`src/rtl/audio_sample_packet_decoder.sv`:
```
// audio_sample_packet_decoder
// Sink-side decoder for HDMI Audio Sample Packets (type 0x02, 2-channel
// layout 0). Subpacket 0 is split into left/right sample words with V/U bits
// and per-channel parity status. These are queued in a show-ahead FIFO
// drained by valid/ready. The IEC 60958 channel-status bits of both channels
// are reassembled into 192-frame blocks.
// Optional feature: define AUDIO_PARITY_CHECK_EN to compute parity_error.
// When it is undefined, parity_error is tied to 2'b00.
module audio_sample_packet_decoder #(
    parameter int FIFO_DEPTH            = 4,
    parameter int CHANNEL_STATUS_LENGTH = 192
) (
    input  logic                             clk_pixel,
    input  logic                             reset_n,
    input  logic                             packet_valid,
    input  logic [23:0]                      header,
    input  logic [3:0][55:0]                 sub,
    output logic                             audio_valid,
    input  logic                             audio_ready,
    output logic [1:0][23:0]                 audio_sample_word,
    output logic [1:0]                       valid_bit,
    output logic [1:0]                       user_data_bit,
    output logic [1:0]                       parity_error,
    output logic [CHANNEL_STATUS_LENGTH-1:0] channel_status_left,
    output logic [CHANNEL_STATUS_LENGTH-1:0] channel_status_right,
    output logic                             channel_status_valid,
    output logic                             overflow,
    output logic                             sync_error
);

    localparam int CNT_W = $clog2(FIFO_DEPTH + 1);
    localparam int PTR_W = $clog2(FIFO_DEPTH);
    localparam logic [7:0]       LAST_INDEX = 8'(CHANNEL_STATUS_LENGTH - 1);
    localparam logic [CNT_W-1:0] FULL_COUNT = CNT_W'(FIFO_DEPTH);

    typedef struct packed {
        logic [23:0] right;
        logic [23:0] left;
        logic [1:0]  user;
        logic [1:0]  valid;
        logic [1:0]  perr;
    } entry_t;

    typedef enum logic {
        CS_HUNT    = 1'b0,
        CS_COLLECT = 1'b1
    } cs_state_e;

    // ---------------------------------------------------------------- decode
    logic        w_accept;
    logic        w_process;
    logic        w_b;
    logic [55:0] w_sub0;
    logic [1:0]  w_c;
    logic [1:0]  w_perr;
    logic        w_unused;
    entry_t      w_entry;

    assign w_sub0    = sub[0];
    assign w_accept  = packet_valid && (header[7:0] == 8'h02) && !header[12];
    assign w_process = w_accept && header[8];
    assign w_b       = header[20];
    assign w_c       = {w_sub0[54], w_sub0[50]};

`ifdef AUDIO_PARITY_CHECK_EN
    // Even parity over sample, V, U, C; a set bit means the stored P disagrees.
    assign w_perr[0] = w_sub0[51] ^ (^{w_sub0[50], w_sub0[49], w_sub0[48], w_sub0[23:0]});
    assign w_perr[1] = w_sub0[55] ^ (^{w_sub0[54], w_sub0[53], w_sub0[52], w_sub0[47:24]});
    assign w_unused  = ^{sub[3:1], header[23:21], header[19:16], header[15:13], header[11:9]};
`else
    assign w_perr    = 2'b00;
    assign w_unused  = ^{sub[3:1], header[23:21], header[19:16], header[15:13], header[11:9],
                         w_sub0[55], w_sub0[51]};
`endif

    assign w_entry.right = w_sub0[47:24];
    assign w_entry.left  = w_sub0[23:0];
    assign w_entry.user  = {w_sub0[53], w_sub0[49]};
    assign w_entry.valid = {w_sub0[52], w_sub0[48]};
    assign w_entry.perr  = w_perr;

    // ------------------------------------------------------------------ FIFO
    // Shift-register FIFO: entry 0 is always the head, so the sample outputs
    // come straight from flops. Slots at or above the count are kept at zero.
    entry_t           r_mem [FIFO_DEPTH];
    entry_t           w_mem_next [FIFO_DEPTH];
    logic [CNT_W-1:0] r_count;
    logic [CNT_W-1:0] w_count_next;
    logic [PTR_W-1:0] w_wr_idx;
    logic             r_valid;
    logic             r_overflow;
    logic             w_full;
    logic             w_pop;
    logic             w_push;

    assign w_full   = (r_count == FULL_COUNT);
    assign w_pop    = r_valid && audio_ready;
    assign w_push   = w_process && (!w_full || w_pop);
    assign w_wr_idx = PTR_W'(r_count - CNT_W'(w_pop));

    // Next FIFO contents: shift down on pop, then write the new entry above the survivors
    always_comb begin
        // NOTE: every variable written in a combinational block gets a default
        // first, so that no path leaves it unassigned and infers a latch.
        w_mem_next = r_mem;
        if (w_pop) begin
            for (int i = 0; i < FIFO_DEPTH - 1; i++) begin
                w_mem_next[i] = r_mem[i + 1];
            end
            w_mem_next[FIFO_DEPTH-1] = '0;
        end
        if (w_push) begin
            w_mem_next[w_wr_idx] = w_entry;
        end
    end

    assign w_count_next = r_count + CNT_W'(w_push) - CNT_W'(w_pop);

    // FIFO storage, occupancy, head-valid flag and overflow pulse
    always_ff @(posedge clk_pixel or negedge reset_n) begin
        if (!reset_n) begin
            // NOTE: this storage is reset because entry 0 drives the outputs,
            // which must read zero after reset; a plain RAM would not be reset.
            for (int i = 0; i < FIFO_DEPTH; i++) begin
                r_mem[i] <= '0;
            end
            r_count    <= '0;
            r_valid    <= 1'b0;
            r_overflow <= 1'b0;
        end else begin
            r_mem      <= w_mem_next;
            r_count    <= w_count_next;
            r_valid    <= (w_count_next != '0);
            r_overflow <= w_process && w_full && !w_pop;
        end
    end

    assign audio_valid          = r_valid;
    assign audio_sample_word[0] = r_mem[0].left;
    assign audio_sample_word[1] = r_mem[0].right;
    assign valid_bit            = r_mem[0].valid;
    assign user_data_bit        = r_mem[0].user;
    assign parity_error         = r_mem[0].perr;
    assign overflow             = r_overflow;

    // -------------------------------------------------- channel-status FSM
    cs_state_e                  r_state;
    cs_state_e                  w_state_next;
    logic [7:0]                 r_index;
    logic [7:0]                 w_index_next;
    logic                       w_cs_start;
    logic                       w_cs_write;
    logic                       w_cs_done;
    logic                       w_sync_err;
    logic [CHANNEL_STATUS_LENGTH-1:0] r_shadow_l;
    logic [CHANNEL_STATUS_LENGTH-1:0] r_shadow_r;
    logic [CHANNEL_STATUS_LENGTH-1:0] w_done_l;
    logic [CHANNEL_STATUS_LENGTH-1:0] w_done_r;
    logic [CHANNEL_STATUS_LENGTH-1:0] r_status_l;
    logic [CHANNEL_STATUS_LENGTH-1:0] r_status_r;
    logic                       r_status_valid;
    logic                       r_sync_error;

    // State register: FSM state and frame index within the current block
    always_ff @(posedge clk_pixel or negedge reset_n) begin
        if (!reset_n) begin
            r_state <= CS_HUNT;
            r_index <= '0;
        end else begin
            r_state <= w_state_next;
            r_index <= w_index_next;
        end
    end

    // Next-state logic: block framing driven by the B flag of processed frames
    always_comb begin
        w_state_next = r_state;
        w_index_next = r_index;
        if (w_process) begin
            case (r_state)
                CS_HUNT: begin
                    if (w_b) begin
                        w_state_next = CS_COLLECT;
                        w_index_next = 8'd1;
                    end
                end
                CS_COLLECT: begin
                    if (w_b) begin
                        w_index_next = 8'd1;
                    end else if (r_index == 8'd0) begin
                        w_state_next = CS_HUNT;
                    end else if (r_index == LAST_INDEX) begin
                        w_index_next = 8'd0;
                    end else begin
                        w_index_next = r_index + 8'd1;
                    end
                end
                default: w_state_next = CS_HUNT;
            endcase
        end
    end

    // Output logic: shadow write strobes, block completion and framing errors
    always_comb begin
        w_cs_start = 1'b0;
        w_cs_write = 1'b0;
        w_cs_done  = 1'b0;
        w_sync_err = 1'b0;
        if (w_process) begin
            case (r_state)
                CS_HUNT: w_cs_start = w_b;
                CS_COLLECT: begin
                    if (w_b) begin
                        w_cs_start = 1'b1;
                        w_sync_err = (r_index != 8'd0);
                    end else if (r_index == 8'd0) begin
                        w_sync_err = 1'b1;
                    end else begin
                        w_cs_write = 1'b1;
                        w_cs_done  = (r_index == LAST_INDEX);
                    end
                end
                default: ;
            endcase
        end
    end

    // Completed block images: the shadows with the final frame's bits merged in
    always_comb begin
        w_done_l = r_shadow_l;
        w_done_r = r_shadow_r;
        w_done_l[CHANNEL_STATUS_LENGTH-1] = w_c[0];
        w_done_r[CHANNEL_STATUS_LENGTH-1] = w_c[1];
    end

    // Shadow accumulation and publication of completed blocks
    always_ff @(posedge clk_pixel or negedge reset_n) begin
        if (!reset_n) begin
            r_shadow_l     <= '0;
            r_shadow_r     <= '0;
            r_status_l     <= '0;
            r_status_r     <= '0;
            r_status_valid <= 1'b0;
            r_sync_error   <= 1'b0;
        end else begin
            if (w_cs_start) begin
                // A new block clears every bit not yet written.
                r_shadow_l <= CHANNEL_STATUS_LENGTH'(w_c[0]);
                r_shadow_r <= CHANNEL_STATUS_LENGTH'(w_c[1]);
            end else if (w_cs_write) begin
                r_shadow_l[r_index] <= w_c[0];
                r_shadow_r[r_index] <= w_c[1];
            end
            if (w_cs_done) begin
                r_status_l <= w_done_l;
                r_status_r <= w_done_r;
            end
            r_status_valid <= w_cs_done;
            r_sync_error   <= w_sync_err;
        end
    end

    assign channel_status_left  = r_status_l;
    assign channel_status_right = r_status_r;
    assign channel_status_valid = r_status_valid;
    assign sync_error           = r_sync_error;

endmodule

```
`config.mk`:
```
export PLATFORM = sky130hd
export DESIGN_NAME = audio_sample_packet_decoder
export DESIGN_NICKNAME = d
export VERILOG_FILES = /design/src/rtl/audio_sample_packet_decoder.sv
export SDC_FILE = /design/constraint.sdc
export NUM_CORES = 2
export LEC_CHECK = 0
export ABC_AREA = 1
export CAP_MARGIN = 20
export CORE_MARGIN = 2
export CORE_UTILIZATION = 55
export DETAILED_ROUTE_END_ITERATION = 10
export GPL_TIMING_DRIVEN = 0
export PLACE_DENSITY = 0.9
export REMOVE_ABC_BUFFERS = 1
export SYNTH_ARGS = -nofsm -noshare
export SYNTH_HDL_FRONTEND = slang
export SYNTH_SLANG_ARGS = --single-unit
```
`constraint.sdc`:
```
create_clock -name clk_pixel -period 2.8 [get_ports clk_pixel]
set_input_delay 0.7 -clock clk_pixel [delete_from_list [all_inputs] [get_ports clk_pixel]]
set_output_delay 0.7 -clock clk_pixel [all_outputs]
set_load 0.03 [all_outputs]
```
# After elaboration in Yosys (flattened, before gate mapping)
# Cells that the tools add are included.
word_totals:
  in_bits: 252
  register_bits: 1000
  elab_cells: 99
classes:
  n_reduce_logical: 18
  eq_ne: 5
  magnitude_cmp: 4
  addsub: 4
  muxes: 35
  bitwise_logic: 2
op_table:
  columns: ["op", "n"]
  rows:
  - ["192-bit 2-to-1 mux", 4]
  - ["216-bit 2-to-1 mux", 2]
  - ["192-bit bitwise mux", 2]
  - ["216-bit bitwise mux", 1]
  - ["54-bit demux with 2-bit select", 1]
  - ["54-bit 2-to-1 mux", 1]
  - ["8-bit 2-to-1 mux", 4]
  - ["1-bit 2-to-1 mux", 16]
  - ["8-bit case mux with 2 select lines", 1]
  - ["1-bit logical AND", 9]
  - ["8-bit by 9-bit < comparator with 1-bit output, second input constant", 1]
  - ["8-bit by 1-bit adder with 8-bit output, second input constant", 1]
  - ["1-bit demux with 8-bit select", 1]
  - ["8-bit by 2-bit == test with 1-bit output, second input constant", 1]
  - ["8-bit == test, second input constant", 1]
  - ["8-bit by 1-bit >= comparator with 1-bit output, second input constant", 1]
  - ["8-bit logical NOT", 1]
  - ["8-bit nonzero test", 1]
  - ["1-bit case mux with 2 select lines", 2]
  - ["3-bit by 1-bit adder with 3-bit output", 1]
  - ["3-bit == test, second input constant", 1]
  - ["3-bit >= comparator, second input constant", 1]
  - ["1-bit logical NOT", 3]
  - ["3-bit by 1-bit < comparator with 1-bit output, second input constant", 1]
  - ["10 further kinds", 10]

# Depth between registers and ports, before layout
logic_depth:
  word_depth: 9
  mapped_depth: 13

# Worst setup path after synthesis
# Ideal clock, no wire load.
synth_path:
  path_kind: "input to register"
  startpoint: "input audio_ready"
  endpoint: "register r_valid (netlist: audio_valid)"
  path_buffers: 2
  setup_ns: 0.131
  path_stages: 9
  t_required_ns: 2.669
  arrival_time_ns: 2.734
  setup_slack_ns: -0.066
  cell_sequence: "nand2_1 -> inv_1 -> clkbuf_1 -> clkbuf_1 -> ha_1 -> inv_1 -> ha_1 -> fa_1 -> or3_1"
synth_via:
  elab_chain_cells: 6
synth_rtl:
  columns: ["item", "line", "text"]
  rows:
  - ["from (decl)", "19", "input logic audio_ready,"]
  - ["1-bit logical AND (*)", "97", "assign w_pop = r_valid && audio_ready;"]
  - ["1-bit logical OR", "98", "assign w_push = w_process && (!w_full || w_pop);"]
  - ["1-bit logical AND", "98", null]
  - ["3-bit by 1-bit adder with 3-bit output", "117", "assign w_count_next = r_count + CNT_W'(w_push) - CNT_W'(w_pop);"]
  - ["3-bit by 1-bit subtractor with 3-bit output (*)", "117", null]
  - ["net w_count_next[1]", "88", "logic [CNT_W-1:0] w_count_next;"]
  - ["3-bit nonzero test (*)", "133", "r_valid <= (w_count_next != '0);"]
  - ["to (signal assigned)", "133", null]
  - ["to (decl)", "90", "logic r_valid;"]
# The timed path passes the listed nets; every way through them passes the cells marked *.
# A chain may end at the register's enable or synchronous reset.

# Worst setup path in the final report
layout_path:
  startpoint: "register r_status_r[17] (netlist: channel_status_right[17])"
  endpoint: "output channel_status_right[17]"
layout_rtl:
  columns: ["item", "line", "text"]
  rows:
  - ["from (decl)", "160", "logic [CHANNEL_STATUS_LENGTH-1:0] r_status_r;"]
  - ["from (signal assigned)", "256", "r_status_r <= w_done_r;"]
  - ["to (decl)", "25", "output logic [CHANNEL_STATUS_LENGTH-1:0] channel_status_right,"]
# No word-level cell between the ends.

==> impl_metrics.ini <==
[worst_setup_path]
startpoint_type = register
path_buf_inv = 1
crit_path_end_kind = primary output
critPathMaxFanout = 2
critPathKind = register to primary output
rrSetupSlack_ns = 0.04
critical-path-top-delay-family = buffers and inverters
rr_startpoint = r_index[2]
critPathArrivalTime_ns = 2.11
rr_worst_depth = 12
crit_chain = clkdlybuf4s50_1
r2r-end = channel_status_right[122]
required_ns = 2.10
cpPeakStageDelay_ns = 1.04
cp_slowest_cell = clkdlybuf4s50_1

[power_and_ir_drop]
p_per_area_mw_per_mm2 = 552
power.leakage_uw = 0.0285
irDropWorstVdd_uv = 516

[synth]
postSynthAreaPerCell_um2 = 7.84
synth_area_mm2 = 0.0454
synth_async_sr_flop_share_pct = 100
yosysWarnings = 0
synth_area_leader_cell = dfrtp_1
syn_inst = 5789
ys.flop_type = dfrtp_1
synth_cell_types = 29
synth_edf_count = 0
yosysSeqAreaShare_pct = 55.0
synth_top_area_share_pct = 55.0
synth_area_leaders = dfrtp_1 55%, nand2_1 22%, nand3_1 5.0%
ys_ff_latch = 998

[layout]
area_growth_pct = 24.4
drive_gt1_share_pct = 7.83
final_nets = 6398
final_common_cell = nand2_1
final_cells = 7295
final_cell_mix = 2700 x nand2_1, 993 x dfrtp_1, 505 x clkdlybuf4s50_1
fill_cells = 5428

[cts]
cts.clk_slew.worst_paths_ns = 0.06
clockRootBuffer = clkbuf_16
htreeDepth = 3
cts_tree = done
cts.sinks = 998
clockBufferDepth = 3
cts-buffers-inserted = 102
clock_latency_ns = 0.71

[detailed_routing]
drc = 0
dr.pass1.iters = 8
wire_per_inst_um = 22.3
vias = 43700
drt_wl_total_um = 163000
vias_per_cell = 5.98
drtAntennaViolNets = 0
drtIter0Drc = 5774

[placed_design]
dp_cells = 7017
post-dp-hpwl_um = 87000
globalplace.congestion = 0.832
io_buffers = 510
place_ws_ns = -2.74

[grt]
grt_max_degree = 128
gr-total-overflow = 0
antenna_found_initial = 4
grt_pass1_wl_um = 248000
grt_pass1_vias = 43700
grt_usage_pct = 37.8

[timing]
clock_skew_ns = 0.0856
max_freq_ghz = 0.356
slew_headroom_pct = 19.2
setup_viol = 1
worst_pin_slew_ns = 1.21
fin_crit_ns = 2.81
drv_slew = 0
hold_violations = 0
post-route-period-util_pct = 100
setup_ws_ns = -0.00827

[floorplan]
dieWidth_um = 291
rows = 105
die_area_mm2 = 0.0848
coreArea_mm2 = 0.0818
initial_utilization_pct = 55.5
fp.dieH_um = 291
num_io_pins = 694

[min_path]
min_path_type = primary input to async pin

[run]
drv_cap = 0

[outcome]
outcome = complete, but fails checks
violations = negative setup slack
## kinds of logic after synthesis
| group | share of synthesized area, % |
|---|---|
| AO/OA/AOI/OAI | 1.97 |
| AND/OR/NAND/NOR | 34.9 |
| buffers and inverters | 7.80 |
| adder cells (fa/ha/maj) | 0.292 |
| XOR/XNOR | 0.0579 |
| flip-flops | 55.0 |
## report_power, final
part / internal, uW / switching, uW
sequential: 14500 / 44.8
combinational: 646 / 1550
clock: 8320 / 6180
total: 23400 / 7770
## routing by layer
layer,vias to the layer above,global-route usage [%],part of all wire (%)
li1,18700,-,-
met1,20500,44.3,34
met2,3435,56.8,44
met3,1011,13.6,14
met4,2,29.3,8.9
met5,-,0,0.0080
## synthesized netlist by cell type, types with 2 or more instances
| cell type | count |
|---|---|
| nand2_1 | 2707 |
| dfrtp_1 | 998 |
| nand3_1 | 456 |
| nor2_1 | 355 |
| inv_1 | 329 |
| nand4_1 | 196 |
| clkbuf_1 | 176 |
| o21ai_0 | 139 |
| nor2_2 | 107 |
| buf_2 | 100 |
| buf_4 | 77 |
| buf_1 | 38 |
| buf_6 | 35 |
| o21ai_1 | 32 |
| ha_1 | 9 |
| inv_2 | 8 |
| a21oi_1 | 5 |
| nor2_4 | 4 |
| nand2_2 | 3 |
| nor3_1 | 3 |
| a22oi_1 | 2 |
| nor3b_1 | 2 |
| xnor2_1 | 2 |
## through the flow
stage                     hold WS, ns  util (%)  TNS [ns]  total power, uW  instance area, um^2
final                           0.111      69.0  -0.00827            31200                56500
after global routing            0.174      69.0   -0.0864            31900                56500
after CTS                       0.110      68.7         0            31000                56200
after detailed placement        0.455      62.8  -1685.86            16400                51400
after global placement          0.453      60.5         -            16000                49600
after floorplan                 0.404         -  -8468.93            15300                43100
## cell type report
cell class	instances	area, um^2	area share [%]
multi-input cells	4039	17300	30.6
diodes	3	7.51	0.0133
clock buffers	145	2990	5.29
well taps	1070	1340	2.37
flip-flops and latches	998	25000	44.2
clock inverters	45	592	1.05
repair buffers	655	7960	14.1
repair inverters	3	26.3	0.0465
inverters	337	1320	2.33
## how the worst max path moves through the flow
stage                        startpoint                        to  slack (ns)  depth (start not counted)
2_1_floorplan               audio_ready                r_mem[112]      -11.00                          6
3_3_place_gp                    reset_n  channel_status_left[165]      -43.63                          1
3_5_place_dp                audio_ready                r_mem[122]       -2.74                         13
4_1_cts                       header[4]               audio_valid       0.007                         13
5_1_grt                      r_index[0]    channel_status_left[0]       -0.05                         13
6_report       channel_status_right[17]  channel_status_right[17]      -0.008                          1
## repair_timing
item,in CTS,in global routing
gates cloned,29,5
gates resized for setup,48,14
endpoints found under the hold margin,0,0
setup endpoints to repair,987,384
setup buffers,41,9
hold buffers,0,0
pin swaps,17,6
## state kept, by name (all words and copies together), names as in the netlist
register              cells
r_mem                   162
r_count                   3
overflow                  1
audio_valid               1
parity_error              2
channel_status_right    192
r_shadow_r              191
r_index                   8
r_state                   1
channel_status_valid      1
valid_bit                 2
user_data_bit             2
audio_sample_word        48
channel_status_left     192
sync_error                1
r_shadow_l              191
Power figures use the tool's default switching activity.
